File: config.mk
export PLATFORM = sky130hd
export DESIGN_NAME = des_align
export DESIGN_NICKNAME = d
export VERILOG_FILES = /design/src/rtl/des_align.sv
export SDC_FILE = /design/constraint.sdc
export NUM_CORES = 1
export LEC_CHECK = 0
export CORE_ASPECT_RATIO = 0.9
export CORE_UTILIZATION = 60
export DETAILED_ROUTE_END_ITERATION = 16
export DONT_BUFFER_PORTS = 1
export PLACE_DENSITY = 0.81
export SYNTH_ARGS = -nofsm -noshare
export SYNTH_HDL_FRONTEND = slang
export SYNTH_SLANG_ARGS = --single-unit
File: constraint.sdc
create_clock -name clk -period 3.2 [get_ports clk]
set_clock_uncertainty 0.05 [all_clocks]
set_input_delay 0.32 -clock clk [delete_from_list [all_inputs] [get_ports clk]]
set_output_delay 0.32 -clock clk [all_outputs]
set_load 0.01 [all_outputs]
File: src/rtl/des_align.sv
// Receive-side deserializer and K28.5 comma aligner: shifts in one bit per clock,
// locks onto symbol boundaries and emits aligned symbols with a valid strobe.
module des_align #(
  parameter int SYM_W       = 10,
  parameter int LOCK_COMMAS = 3,
  parameter int LOSS_COMMAS = 4,
  parameter int CNT_W       = 3
) (
  input  logic             clk,
  input  logic             rst,
  input  logic             serial_in,
  output logic [SYM_W-1:0] sym_out,
  output logic             sym_valid,
  output logic             is_comma,
  output logic             locked,
  output logic             align_err
);

  typedef enum logic [1:0] {HUNT, SYNC, LOCKED} state_t;

  localparam logic [SYM_W-1:0] COMMA_NEG = SYM_W'(10'b0011111010);
  localparam logic [SYM_W-1:0] COMMA_POS = SYM_W'(10'b1100000101);
  localparam logic [CNT_W-1:0] LOCK_N    = CNT_W'(LOCK_COMMAS);
  localparam logic [CNT_W-1:0] LOSS_N    = CNT_W'(LOSS_COMMAS);

  state_t             state_reg, state_next;
  logic [SYM_W-1:0]   shreg_reg;
  logic [3:0]         ph_reg, ph_next;
  logic [CNT_W-1:0]   comma_cnt_reg, comma_cnt_next;
  logic [CNT_W-1:0]   err_cnt_reg, err_cnt_next;
  logic [SYM_W-1:0]   sym_out_reg, sym_out_next;
  logic               sym_valid_reg, sym_valid_next;
  logic               is_comma_reg, is_comma_next;
  logic               locked_reg, locked_next;
  logic               align_err_reg, align_err_next;

  logic               match;
  logic               boundary;
  logic               lose;
  logic [CNT_W-1:0]   comma_inc;
  logic [CNT_W-1:0]   err_inc;

  assign match     = (shreg_reg == COMMA_NEG) || (shreg_reg == COMMA_POS);
  assign boundary  = (ph_reg == 4'd9);
  assign comma_inc = comma_cnt_reg + 1'b1;
  assign err_inc   = err_cnt_reg + 1'b1;

  always_comb begin
    state_next     = state_reg;
    ph_next        = boundary ? 4'd0 : ph_reg + 4'd1;
    comma_cnt_next = comma_cnt_reg;
    err_cnt_next   = err_cnt_reg;
    sym_out_next   = sym_out_reg;
    sym_valid_next = 1'b0;
    is_comma_next  = 1'b0;
    align_err_next = 1'b0;
    lose           = 1'b0;

    case (state_reg)
      HUNT: begin
        if (match) begin
          sym_out_next   = shreg_reg;
          sym_valid_next = 1'b1;
          is_comma_next  = 1'b1;
          ph_next        = 4'd0;
          comma_cnt_next = CNT_W'(1);
          err_cnt_next   = '0;
          state_next     = (LOCK_COMMAS == 1) ? LOCKED : SYNC;
        end
      end
      SYNC: begin
        if (boundary) begin
          sym_out_next   = shreg_reg;
          sym_valid_next = 1'b1;
          is_comma_next  = match;
          if (match) begin
            comma_cnt_next = comma_inc;
            if (comma_inc == LOCK_N) begin
              state_next   = LOCKED;
              err_cnt_next = '0;
            end
          end
        end else if (match) begin
          // Comma at a new phase: restart the boundary count from this comma.
          sym_out_next   = shreg_reg;
          sym_valid_next = 1'b1;
          is_comma_next  = 1'b1;
          ph_next        = 4'd0;
          comma_cnt_next = CNT_W'(1);
        end
      end
      LOCKED: begin
        if (boundary) begin
          sym_out_next   = shreg_reg;
          sym_valid_next = 1'b1;
          is_comma_next  = match;
          if (match) err_cnt_next = '0;
        end else if (match) begin
          align_err_next = 1'b1;
          err_cnt_next   = err_inc;
          if (err_inc == LOSS_N) begin
            state_next     = HUNT;
            ph_next        = 4'd0;
            comma_cnt_next = '0;
            err_cnt_next   = '0;
            lose           = 1'b1;
          end
        end
      end
      default: state_next = HUNT;
    endcase

    // Lock stays up through the final align_err pulse and drops the cycle after.
    locked_next = (state_next == LOCKED) || lose;
  end

  always_ff @(posedge clk) begin
    if (rst) begin
      state_reg     <= HUNT;
      shreg_reg     <= '0;
      ph_reg        <= '0;
      comma_cnt_reg <= '0;
      err_cnt_reg   <= '0;
      sym_out_reg   <= '0;
      sym_valid_reg <= 1'b0;
      is_comma_reg  <= 1'b0;
      locked_reg    <= 1'b0;
      align_err_reg <= 1'b0;
    end else begin
      state_reg     <= state_next;
      shreg_reg     <= {shreg_reg[SYM_W-2:0], serial_in};
      ph_reg        <= ph_next;
      comma_cnt_reg <= comma_cnt_next;
      err_cnt_reg   <= err_cnt_next;
      sym_out_reg   <= sym_out_next;
      sym_valid_reg <= sym_valid_next;
      is_comma_reg  <= is_comma_next;
      locked_reg    <= locked_next;
      align_err_reg <= align_err_next;
    end
  end

  assign sym_out   = sym_out_reg;
  assign sym_valid = sym_valid_reg;
  assign is_comma  = is_comma_reg;
  assign locked    = locked_reg;
  assign align_err = align_err_reg;

endmodule

==> results.py <==
metrics = {
    "logic_synthesis": {
        "synth_edf_count": 0,
        "synthDistinctLibCells": 48,
        "async_reset_ff_frac": 0,
        "synth_flop_cell": "dfxtp_1",
        "synth_warnings": 0,
        "avgSynthCellArea_um2": 8.98,
        "synth_seq_cells": 36,
        "ys_seq_area_frac": 0.420,
        "syn_area_mm2": 0.00172,
        "synth_nets": 206,
        "netlist_instances": 191,
    },
    "finish": {
        "area_growth_pct": 4.96,
        "antenna_cells": 0,
        "final-instance-count-excl-fill": 231,
        "drive_gt1_frac": 0.0733,
        "final_nets": 206,
    },
    "routing": {
        "dr_total_vias": 1402,
        "wirelength_mm": 3.56,
        "drtAntennaViolNets": 0,
        "avgRoutedWirePerCell_um": 15.4,
        "drt_iter0_markers": 75,
        "drtPass1Iterations": 4,
        "avgViaCountPerCell": 6.07,
        "drc": 0,
    },
    "critical_path": {
        "setup.worst_path.class": "reg2reg",
        "worst_r2r_path_depth": 7,
        "crit_end": "sym_out[1]$_SDFFE_PP0P_",
        "critPathLaunchType": "flop",
        "cp_data_arrival_time_ps": 2680,
        "crit_path_max_fanout": 14,
        "r2r-start": "state_reg[0]$_SDFF_PP0_",
        "r2r-end": "sym_out[1]$_SDFFE_PP0P_",
        "crit_required_ps": 3410,
        "end_kind": "flop",
        "critPathLaunch": "state_reg[0]$_SDFF_PP0_",
        "r2r_setup_slack_ps": 720,
    },
    "die": {
        "dieArea_mm2": 0.00308,
        "ios": 17,
        "die_x_um": 58.4,
        "coreArea_mm2": 0.00273,
        "rows": 18,
        "start_util": 0.629,
        "die_h_um": 52.7,
    },
    "global_routing": {
        "grt_pass1_vias": 1182,
        "grt_util_all_layers": 0.248,
        "grt.overflow.total": 0,
        "antenna_found_initial": 0,
        "grt_max_degree": 26,
        "grt_pass1_wl_mm": 5.54,
    },
    "power": {
        "ir_drop_mv": 0.356,
        "p_per_area_mw_per_mm2": 408,
        "leakagePower_nw": 0.685,
    },
    "sta": {
        "finalSetupViolCount": 0,
        "period_share": 0.774,
        "slew_violations": 0,
        "whs_ps": 37.7,
        "setup_tns_ps": 0,
        "fin_ws_ps": 724,
        "period_needed_ps": 2480,
        "max_freq_mhz": 404,
        "hold_viol": 0,
        "tightest_slew_ps": 886,
        "relSlewSlack": 0.407,
        "rsz0062_at_grt": "false",
    },
    "clocking": {
        "clk_pin_slew_ps": 100,
        "cts_buffers": 5,
        "cts_root_buf": "clkbuf_4",
        "tritoncts": "yes",
        "clock_latency_ps": 330,
        "clock_path_buffers": 2,
        "cts_num_sinks": 36,
        "cts.htree.levels": 2,
        "postCtsResizedCells": 0,
    },
    "placed_design": {
        "pre_cts_slack_ps": 887,
        "dp_hpwl_mm": 2.54,
        "place.gp.congestion": 0.928,
        "numPortBuffers": 0,
        "dp_cells": 223,
    },
    "flow_run": {
        "drv_cap": 0,
    },
    "status": {
        "status": "complete, no violations",
    },
    "worst_hold_path": {
        "min-delay-path-class": "in2reg",
    },
}
[worst max-delay path: stages (launching register included)]
cell,delay (ps)
dfxtp_1,450
inv_1,110
ha_1,390
a21oi_1,610
o21ai_0,250
a21oi_2,320
a22oi_1,120
nor2_1,110
[worst min path at each step]
stage	start	endpoint	slack, ps	cells after the start
after floorplan	ph_reg[0]$_SDFF_PP0_	ph_reg[0]$_SDFF_PP0_	380	1
after global placement	rst	shreg_reg[8]$_SDFF_PP0_	350	1
after detailed placement	rst	shreg_reg[8]$_SDFF_PP0_	350	1
after CTS	rst	comma_cnt_reg[2]$_SDFFE_PP0P_	30	1
after global routing	rst	locked$_SDFF_PP0_	20	1
final	rst	comma_cnt_reg[2]$_SDFFE_PP0P_	40	1
[timing repair]
action | in CTS | in global routing
setup buffers | 0 | 0
endpoints found under the hold margin | 25 | 0
hold buffers | 1 | 0
[per-layer routing]
layer / vias to the layer above / global-route usage / routed length, um
met5: - / 0 / 0
met4: 0 / 0.0754 / 59
met3: 6 / 0.119 / 328
met2: 75 / 0.310 / 1500
met1: 638 / 0.361 / 1670
li1: 683 / - / -
[Yosys cell counts (2+ instances only)]
cell | count | area (um2)
dfxtp_1 | 36 | 721
nand2_1 | 17 | 63.8
nor2_1 | 15 | 56.3
a21oi_1 | 14 | 70.1
ha_1 | 12 | 150
nor2b_1 | 11 | 68.8
inv_1 | 10 | 37.5
o21ai_0 | 10 | 50.1
a22oi_1 | 5 | 37.5
clkbuf_1 | 5 | 18.8
a21o_1 | 3 | 22.5
a22o_1 | 3 | 26.3
a311oi_1 | 3 | 26.3
a32oi_1 | 3 | 26.3
nor3_1 | 3 | 15.0
a211oi_1 | 2 | 15.0
a21oi_2 | 2 | 17.5
buf_2 | 2 | 10.0
nand2b_1 | 2 | 12.5
nand3_1 | 2 | 10.0
nand4_1 | 2 | 12.5
nor4_1 | 2 | 12.5
xnor2_1 | 2 | 17.5
[layout by cell type (no fill, tap or decap), types with 3 or more instances in the layout]
master    Yosys  layout
nor2_1       15      15
dfxtp_1      36      36
ha_1         12      12
a21o_1        3       3
a22o_1        3       3
nand2_1      17      17
a311oi_1      3       3
a32oi_1       3       3
nor2b_1      11      11
a22oi_1       5       5
o21ai_0      10      10
nor3_1        3       3
a21oi_1      14      14
clkbuf_4      0       5
inv_1        10      10
[per-stage QoR]
step	power [mW]	instance area (um2)	utilization
floorplan	0.482	1720	-
global placement	0.479	1730	0.633
detailed placement	0.481	1730	0.633
CTS	0.740	1800	0.661
global route	0.764	1800	0.661
finish	0.735	1800	0.661
[layout make-up]
type                    count  area, um2
inverters                  10       37.5
repair buffers              1       10.0
multi-input cells         137        917
clock buffers               7       65.1
well taps                  40       50.0
fillers                   224        925
flip-flops and latches     36        721
[logic make-up (layout without fill, tap and decap cells)]
family | after synthesis | after routing | share of synthesized area
flops | 36 | 36 | 0.420
simple gates | 65 | 65 | 0.203
compound gates | 57 | 57 | 0.229
fa+ha+maj | 12 | 12 | 0.0875
xor+xnor | 3 | 3 | 0.0153
buf+inv | 18 | 18 | 0.0452
[report_power, final]
part	internal [mW]	total (mW)	switching, mW	leakage, nW
Sequential	0.453	0.458	0.00516	0.291
Combinational	0.00726	0.0170	0.00973	0.357
Clock	0.125	0.260	0.135	0.0374
No activity file was read; power rests on OpenSTA's default activity.
